==> src/rtl/ps2_pkg.sv <==
// PS/2 keyboard receiver shared types.
// FSM states, prefix byte codes and the queued key event.
package ps2_pkg;

  typedef enum logic [1:0] {
    ST_IDLE   = 2'd0,
    ST_DATA   = 2'd1,
    ST_PARITY = 2'd2,
    ST_STOP   = 2'd3
  } ps2_state_e;

  localparam logic [7:0] PS2_EXT = 8'hE0;
  localparam logic [7:0] PS2_REL = 8'hF0;

  typedef struct packed {
    logic       ext;
    logic       rel;
    logic [7:0] code;
  } ps2_evt_t;

endpackage

==> src/rtl/ps2_evt_fifo.sv <==
// First-word-fall-through event queue.
// Head is forced to zero while empty so outputs are clean after reset.
module ps2_evt_fifo #(
  parameter int DEPTH = 8,
  parameter int WIDTH = 10
) (
  input  logic             clk,
  input  logic             reset,
  input  logic             push,
  input  logic [WIDTH-1:0] wr_data,
  input  logic             pop,
  output logic [WIDTH-1:0] rd_data,
  output logic             empty,
  output logic             drop
);

  localparam int AW = $clog2(DEPTH);
  localparam logic [AW:0] FULL_CNT = (AW+1)'(DEPTH);

  logic [WIDTH-1:0] mem [DEPTH];
  logic [AW-1:0]    rd_ptr;
  logic [AW-1:0]    wr_ptr;
  logic [AW:0]      count;
  logic             full;
  logic             do_push;
  logic             do_pop;

  assign empty   = (count == '0);
  assign full    = (count == FULL_CNT);
  assign do_pop  = pop && !empty;
  // A pop frees the slot the simultaneous push lands in.
  assign do_push = push && (!full || do_pop);
  assign drop    = push && full && !do_pop;
  assign rd_data = empty ? '0 : mem[rd_ptr];

  always_ff @(posedge clk) begin
    if (do_push) begin
      mem[wr_ptr] <= wr_data;
    end
  end

  always_ff @(posedge clk) begin
    if (reset) begin
      rd_ptr <= '0;
      wr_ptr <= '0;
      count  <= '0;
    end else begin
      if (do_push) begin
        wr_ptr <= wr_ptr + 1'b1;
      end
      if (do_pop) begin
        rd_ptr <= rd_ptr + 1'b1;
      end
      unique case ({do_push, do_pop})
        2'b10:   count <= count + 1'b1;
        2'b01:   count <= count - 1'b1;
        default: count <= count;
      endcase
    end
  end

endmodule

==> src/rtl/ps2_kbd_rx.sv <==
// PS/2 keyboard deserializer with E0/F0 prefix folding.
// Completed key events are queued in a small FWFT FIFO.
import ps2_pkg::*;

module ps2_kbd_rx #(
  parameter int TIMEOUT_CLK = 4000,
  parameter int FIFO_DEPTH  = 8
) (
  input  logic       clk,
  input  logic       reset,
  input  logic       ps2_clk,
  input  logic       ps2_data,
  output logic       ev_valid,
  output logic [7:0] ev_code,
  output logic       ev_ext,
  output logic       ev_release,
  input  logic       ev_ready,
  output logic       overflow,
  output logic       frame_err
);

  localparam int TW = $clog2(TIMEOUT_CLK + 1);
  localparam logic [TW-1:0] TO_LAST = TW'(TIMEOUT_CLK - 1);

  logic [1:0]  clk_sync;
  logic [1:0]  dat_sync;
  logic        clk_hist;
  logic        fall;
  logic        bit_in;

  ps2_state_e  state;
  logic [2:0]  bit_cnt;
  logic [7:0]  shreg;
  logic        par_bit;
  logic        par_ok;
  logic [TW-1:0] to_cnt;
  logic        timeout;
  logic        ext_pending;
  logic        rel_pending;

  logic        push_q;
  ps2_evt_t    push_ev;
  ps2_evt_t    head;
  logic        empty;
  logic        drop;

  // Idle bus is high, so sync flops reset high to avoid a false edge.
  always_ff @(posedge clk) begin
    if (reset) begin
      clk_sync <= 2'b11;
      dat_sync <= 2'b11;
      clk_hist <= 1'b1;
    end else begin
      clk_sync <= {clk_sync[0], ps2_clk};
      dat_sync <= {dat_sync[0], ps2_data};
      clk_hist <= clk_sync[1];
    end
  end

  assign fall    = !clk_sync[1] && clk_hist;
  assign bit_in  = dat_sync[1];
  assign par_ok  = ^{shreg, par_bit};
  assign timeout = (state != ST_IDLE) && !fall && (to_cnt == TO_LAST);

  always_ff @(posedge clk) begin
    if (reset) begin
      state       <= ST_IDLE;
      bit_cnt     <= '0;
      shreg       <= '0;
      par_bit     <= 1'b0;
      to_cnt      <= '0;
      ext_pending <= 1'b0;
      rel_pending <= 1'b0;
      frame_err   <= 1'b0;
      push_q      <= 1'b0;
      push_ev     <= '0;
    end else begin
      frame_err <= 1'b0;
      push_q    <= 1'b0;
      if (timeout) begin
        state       <= ST_IDLE;
        to_cnt      <= '0;
        frame_err   <= 1'b1;
        ext_pending <= 1'b0;
        rel_pending <= 1'b0;
      end else if (fall) begin
        to_cnt <= '0;
        unique case (state)
          ST_IDLE: begin
            if (!bit_in) begin
              state   <= ST_DATA;
              bit_cnt <= '0;
            end else begin
              frame_err   <= 1'b1;
              ext_pending <= 1'b0;
              rel_pending <= 1'b0;
            end
          end
          ST_DATA: begin
            shreg <= {bit_in, shreg[7:1]};
            if (bit_cnt == 3'd7) begin
              state <= ST_PARITY;
            end else begin
              bit_cnt <= bit_cnt + 1'b1;
            end
          end
          ST_PARITY: begin
            par_bit <= bit_in;
            state   <= ST_STOP;
          end
          ST_STOP: begin
            state <= ST_IDLE;
            if (bit_in && par_ok) begin
              unique case (1'b1)
                (shreg == PS2_EXT): ext_pending <= 1'b1;
                (shreg == PS2_REL): rel_pending <= 1'b1;
                default: begin
                  push_q      <= 1'b1;
                  push_ev     <= '{ext: ext_pending,
                                   rel: rel_pending,
                                   code: shreg};
                  ext_pending <= 1'b0;
                  rel_pending <= 1'b0;
                end
              endcase
            end else begin
              frame_err   <= 1'b1;
              ext_pending <= 1'b0;
              rel_pending <= 1'b0;
            end
          end
          default: state <= ST_IDLE;
        endcase
      end else if (state != ST_IDLE) begin
        to_cnt <= to_cnt + 1'b1;
      end
    end
  end

  ps2_evt_fifo #(
    .DEPTH (FIFO_DEPTH),
    .WIDTH ($bits(ps2_evt_t))
  ) u_fifo (
    .clk     (clk),
    .reset   (reset),
    .push    (push_q),
    .wr_data (push_ev),
    .pop     (ev_ready),
    .rd_data (head),
    .empty   (empty),
    .drop    (drop)
  );

  always_ff @(posedge clk) begin
    if (reset) begin
      overflow <= 1'b0;
    end else if (drop) begin
      overflow <= 1'b1;
    end
  end

  assign ev_valid   = !empty;
  assign ev_code    = head.code;
  assign ev_ext     = head.ext;
  assign ev_release = head.rel;

endmodule

==> config.mk <==
export PLATFORM = sky130hd
export DESIGN_NAME = ps2_kbd_rx
export DESIGN_NICKNAME = d
export VERILOG_FILES = /design/src/rtl/ps2_pkg.sv /design/src/rtl/ps2_evt_fifo.sv /design/src/rtl/ps2_kbd_rx.sv
export SDC_FILE = /design/constraint.sdc
export NUM_CORES = 1
export LEC_CHECK = 0
export CAP_MARGIN = 15
export CORE_MARGIN = 2
export CORE_UTILIZATION = 45
export DETAILED_ROUTE_END_ITERATION = 8
export GPL_ROUTABILITY_DRIVEN = 1
export PLACE_DENSITY = 0.61
export SLEW_MARGIN = 5
export SYNTH_ARGS = -nofsm -noshare
export SYNTH_HDL_FRONTEND = slang
export SYNTH_SLANG_ARGS = --single-unit
==> constraint.sdc <==
create_clock -name clk -period 2.8 [get_ports clk]
set_input_delay 0.7 -clock clk [delete_from_list [all_inputs] [get_ports clk]]
set_output_delay 0.7 -clock clk [all_outputs]
set_load 0.03 [all_outputs]
==> results.tsv, run 1 <==
metric	value	unit
Diodes inserted	0	
final hold slack	0.4016	ns
clk root buf	clkbuf_16	
flops & latches, synth	139	
FF-to-FF setup slack	0.41	ns
peak supply drop	411.4	uV
Core Rows	41	
via density per instance	5.094	
Setup crit start kind	flop	
Vias	3377	
P per Cell Area	631.4	mW/mm^2
Multi-input gate area	0.002168	mm^2
synthesis-to-finish area growth	17.58	%
post-route ant nets	0	
Slew HR	0.2639	
Mapped Nets	465	
initial core utilization	0.4644	
initial antenna violation count	0	
final worst slack	0.06793	ns
maxcap violations	0	
die width	118.4	um
Iteration-0 DRC Markers	180	
most common cell in the netlist	edfxtp_1	
Worst setup EP type	output port	
routed len/inst	15.31	um
RD Place Congestion	0.7738	
Critical Path AT	2.03	ns
clk_skew	0.008114	ns
Max Transition Viols Final	0	
fillcell total	1087	
clock power share	0.499	
Unique masters post-synth	51	
Place WS	-0.1603	ns
deepest clock path buffer count	2	
Final Cycle Share	0.9757	
placed cell count	631	
largest net degree at the start of global routing	55	
Synth Warn #	0	
sw frac	0.1899	
htree depth	4	
later-pin clock latency in the skew report	0.42	ns
vias in the first global route	3367	
RSZ-0062 raised after global routing	true	
clk slew on worst S/H paths	0.05	ns
syn_area_per_cell	13.13	um^2
Yosys top cell area share	0.4083	
status	complete, no violations	
prevailing post-synth register cell	edfxtp_1	
fraction of layout cells with a size suffix above 1	0.1629	
Max Fanout on Critical Path	10	
CTS tree	yes	
CTS Hold Bufs	0	
nets	496	
Synth area leaders	edfxtp_1, dfxtp_1, mux4_2	
die area	0.01401	mm^2
Vert. Die Dim	118.4	um
Post-DP HPWL	6.484	mm
DRC	0	
Async SR Flop Fraction	0	
1st-pass router iterations	4	
Crit Path Category	reg2out	
drt total wl	10.15	mm
Syn Std Cell Area	0.005884	mm^2
combinational power share	0.010	
fin cells	663	
Pint	3.539	mW
register share of total power	0.491	
Storage cell area	0.003585	mm^2
Post-synth EDFFs	80	
grt ovf	0	
Post-Synthesis Cells	448	
HP Class	reg2reg	
Period minus WS final	2.732	ns
Slew @ Worst Pin	1.100	ns
register area share after synthesis	0.6090	
final setup violation count	0	
PortBufs	17	
Post-synth top cells	edfxtp_1, dfxtp_1, nor2_1, nand2_1, nand2b_1	
Fin. Hold Viols	0	
first-pass GRT wire length	17.14	mm
leakage	2.386	nW
I/O Pins	18	
net switching power	829.8	uW
GRT Util Overall	0.1598	
Critical Path RT	2.10	ns
cts bufs inserted	17	
cell taking the most area after synthesis	edfxtp_1	
f_max	0.3660	GHz
CORE AREA	0.01267	mm^2
# clock sinks	139	
-- path summary, 6_finish.rpt --
check	startpoint	endpoint	cells after the start
max reg2reg	shreg[3]	push_ev[7]	7
min	dat_sync[0]	dat_sync[1]	1
min reg2reg	dat_sync[0]	dat_sync[1]	1
max	flop	ev_code[6]	5
-- kinds of logic (layout without fill, tap and decap cells) --
logic type,after synthesis,count (layout),synth area share
AND/OR/NAND/NOR,159,159,0.1388
flip-flops,139,139,0.6090
multiplexers,44,44,0.1174
AO/OA/AOI/OAI,37,37,0.03742
buffers and inverters,30,73,0.02424
XOR/XNOR,27,27,0.04763
adder cells (fa/ha/maj),12,12,0.02551
-- area by class of cell --
class | count | area share
inverter | 8 | 0.004340
clock inverter | 14 | 0.02242
timing repair buffer | 34 | 0.04919
clock buffer | 17 | 0.06148
tap | 172 | 0.03110
sequential | 139 | 0.5181
multi-input combinational | 279 | 0.3134
-- timing repair --
item                       in CTS  in global routing
gates cloned                    1                  0
setup buffers                   0                  0
setup endpoints to repair      10                  6
resized for setup              33                  3
-- power by group through the flow --
stage	logic (mW)	clock network, mW	registers, mW
final	0.0446	2.18	2.14
after detailed placement	0.0455	0	2.19
after floorplan	0.0308	0	2.19
after CTS	0.0455	2.23	2.14
after global placement	0.0446	0	2.19
after global routing	0.0503	2.32	2.14
-- layer usage --
layer	global-route usage	wire (um)	up-vias
met5	0	0	-
met4	0.07003	178	0
met3	0.04633	390	16
met2	0.2677	5130	62
met1	0.1913	4451	1613
li1	-	-	1686
-- through the flow --
step / total power [mW] / cell area [um^2] / util / TNS (ns)
after global routing: 4.514 / 6919 / 0.5461 / -0.07688
final: 4.369 / 6919 / 0.5461 / 0
after CTS: 4.418 / 6922 / 0.5463 / 0
after floorplan: 2.218 / 5884 / - / 0
after detailed placement: 2.233 / 6334 / 0.4999 / -3.822
after global placement: 2.232 / 6334 / 0.4999 / -1.370
-- flip-flops by register name (all words and copies together) (netlist names), named ones only --
name / flops
push_q: 1
to_cnt: 12
u_fifo.mem: 80
u_fifo.count: 4
push_ev: 10
bit_cnt: 3
clk_sync: 2
u_fifo.wr_ptr: 3
overflow: 1
state: 2
ext_pending: 1
rel_pending: 1
clk_hist: 1
par_bit: 1
frame_err: 1
shreg: 8
u_fifo.rd_ptr: 3
dat_sync: 2
-- cell usage in the layout, fill, tap and decap left out, types with 3 or more instances in the layout --
master / instances
nor2_1: 45
buf_4: 12
xnor2_1: 8
clkdlybuf4s50_1: 7
edfxtp_1: 80
or3_1: 3
clkinvlp_4: 3
nor3b_1: 4
or2_1: 5
inv_1: 6
buf_12: 4
mux4_2: 20
ha_1: 12
nor2b_1: 5
and2_1: 4
nor3_1: 5
a21oi_1: 22
o21ai_0: 3
nand4_1: 3
mux2i_1: 23
buf_2: 5
clkinv_1: 4
clkbuf_16: 17
nand3_1: 15
xor2_1: 15
bufinv_16: 3
nand2b_1: 25
nand2_1: 33
dfxtp_1: 58
-- critical path, stage by stage, from the launching register on --
cell and delay, ns:
dfxtp_2 0.38, bufbuf_16 0.32, mux4_2 0.51, mux2i_1 0.18
nor2_1 0.05, buf_2 0.17
No activity file was read; power rests on OpenSTA's default activity.
==> inputs of run 2 (changes only) <==
--- a/config.mk
+++ b/config.mk
@@ -6,8 +6,9 @@
 export NUM_CORES = 1
 export LEC_CHECK = 0
 export CAP_MARGIN = 15
-export CORE_MARGIN = 2
+export CORE_MARGIN = 1
 export CORE_UTILIZATION = 45
+export CTS_CLUSTER_SIZE = 16
 export DETAILED_ROUTE_END_ITERATION = 8
 export GPL_ROUTABILITY_DRIVEN = 1
 export PLACE_DENSITY = 0.61
==> run 2 against run 1 <==
Final cell count is 0.90% higher; global-route usage is 0.84 points higher; wire length is 1.9% higher; clock power hardly changed; setup slack better by 0.015 ns; power is 0.46% higher; critical path depth stayed put; utilization is 0.25 points higher; non-clock buffer count is 5 higher; largest cell class unchanged.
==> results.tsv, run 2 (synthesized netlist as in run 1, its figures left out) <==
metric	value	unit
status	complete, no violations	
PortBufs	17	
nets	501	
Iteration-0 DRC Markers	201	
CTS tree	yes	
placed cell count	636	
fillcell total	1082	
sw frac	0.1913	
Fin. Hold Viols	0	
clk slew on worst S/H paths	0.05	ns
Vert. Die Dim	116.4	um
FF-to-FF End	u_fifo.count[2]	
clock power share	0.501	
first-pass GRT wire length	16.87	mm
Setup crit start kind	flop	
1st-pass router iterations	4	
final setup violation count	0	
FF-to-FF setup slack	0.49	ns
FF-to-FF Start	u_fifo.count[2]	
Crit Path Category	reg2out	
P per Cell Area	631.5	mW/mm^2
RSZ-0062 raised after global routing	false	
commonest non-fill, non-tap cell in the layout	edfxtp_1	
initial core utilization	0.4644	
Period minus WS final	2.717	ns
Max Transition Viols Final	0	
deepest clock path buffer count	2	
htree depth	4	
die width	116.4	um
Worst Min Path Start	dat_sync[0]	
GRT Util Overall	0.1682	
grt ovf	0	
routed len/inst	15.46	um
Diodes inserted	0	
end point of the critical path	ev_code[1]	
Worst setup EP type	output port	
net switching power	839.8	uW
later-pin clock latency in the skew report	0.41	ns
CTS Hold Bufs	0	
Pint	3.549	mW
initial antenna violation count	0	
max reg flops	80	
post-CTS setup buffer count	0	
largest net degree at the start of global routing	30	
fraction of layout cells with a size suffix above 1	0.1710	
die area	0.01354	mm^2
combinational power share	0.010	
# clock sinks	139	
Slew @ Worst Pin	1.010	ns
drt total wl	10.34	mm
I/O Pins	18	
peak supply drop	286.1	uV
Core Rows	41	
synthesis-to-finish area growth	18.12	%
setup TNS	0	ns
clk_skew	0.005056	ns
Max Fanout on Critical Path	10	
register share of total power	0.488	
Post-DP HPWL	6.702	mm
fin cells	669	
maxcap violations	0	
Vias	3405	
Critical Path AT	2.02	ns
DRC	0	
clk root buf	clkbuf_16	
Final Cycle Share	0.9702	
commonest cells after routing, fill and taps aside	edfxtp_1, dfxtp_1, nor2_1	
hold path depth	1	
HP Class	reg2reg	
cts bufs inserted	17	
via density per instance	5.090	
CORE AREA	0.01267	mm^2
RD Place Congestion	0.7671	
post-route ant nets	0	
Slew HR	0.3241	
Top reg by flops	u_fifo.mem	
Critical Path RT	2.10	ns
leakage	2.429	nW
total chip power	4.389	mW
worst r2r path cells	9	
f_max	0.3681	GHz
vias in the first global route	3362	
biggest regs	u_fifo.mem x80, to_cnt x12, push_ev x10	
-- run 2: cell count changes in the layout (fill, tap and decap cells not counted), moves of 2 or more --
| cell | change |
|---|---|
| buf_12 | -2 |
| buf_2 | -5 |
| buf_4 | +7 |
| clkbuf_1 | +2 |
| clkdlybuf4s15_2 | +2 |
| clkinv_1 | -3 |
| clkinv_2 | +3 |
| clkinv_4 | -2 |
| dlygate4sd2_1 | +3 |
-- run 2: worst max-delay path, stage by stage, from the launching register on --
cell             delay (ns)
dfxtp_4                0.38
clkbuf_16              0.18
mux4_2                 0.50
mux2i_1                0.15
nor2_1                 0.05
clkdlybuf4s15_1        0.33
-- run 2: power by group through the flow --
stage               Clock, mW  Sequential [mW]  Combinational (mW)
global route             2.33             2.14              0.0496
CTS                      2.24             2.14              0.0457
finish                   2.20             2.14              0.0446
floorplan                   0             2.19              0.0308
detailed placement          0             2.19              0.0455
global placement            0             2.19              0.0443
-- run 2: repair_timing --
action,in CTS,in global routing
gates cloned,0,1
setup endpoints to repair,10,11
resized for setup,14,9
-- run 2: cell type report --
cell class | count | area (um^2) | share of cell area
timing repair buffer | 39 | 366.6 | 0.05275
clock inverter | 13 | 150.1 | 0.02160
inverter | 8 | 30.03 | 0.004320
sequential | 139 | 3587 | 0.5161
tap | 172 | 215.2 | 0.03096
clock buffer | 19 | 432.9 | 0.06229
multi-input combinational | 279 | 2168 | 0.3120
-- run 2: worst min path at each step --
stage | slack (ns) | endpoint
after global placement | 0.39 | dat_sync[1]
final | 0.40 | dat_sync[1]
after detailed placement | 0.39 | dat_sync[1]
after CTS | 0.41 | dat_sync[1]
after floorplan | 0.38 | clk_sync[1]
after global routing | 0.41 | dat_sync[1]
-- run 2: metrics by stage --
stage	util	hold slack [ns]	instance area, um^2	setup slack [ns]
floorplan	-	0.3832	5884	0.3472
global placement	0.5008	0.3881	6346	-0.08139
detailed placement	0.5008	0.3930	6346	-0.1984
CTS	0.5463	0.4062	6922	0.0009011
global route	0.5485	0.4148	6950	0.006122
finish	0.5485	0.4022	6950	0.08339
-- run 2: metal layers --
layer | part of all wire | wire length [um] | track usage
met3 | 0.027 | 281 | 0.03788
met4 | 0.016 | 169 | 0.08205
met1 | 0.46 | 4806 | 0.2082
met2 | 0.49 | 5087 | 0.2789
met5 | 0 | 0 | 0
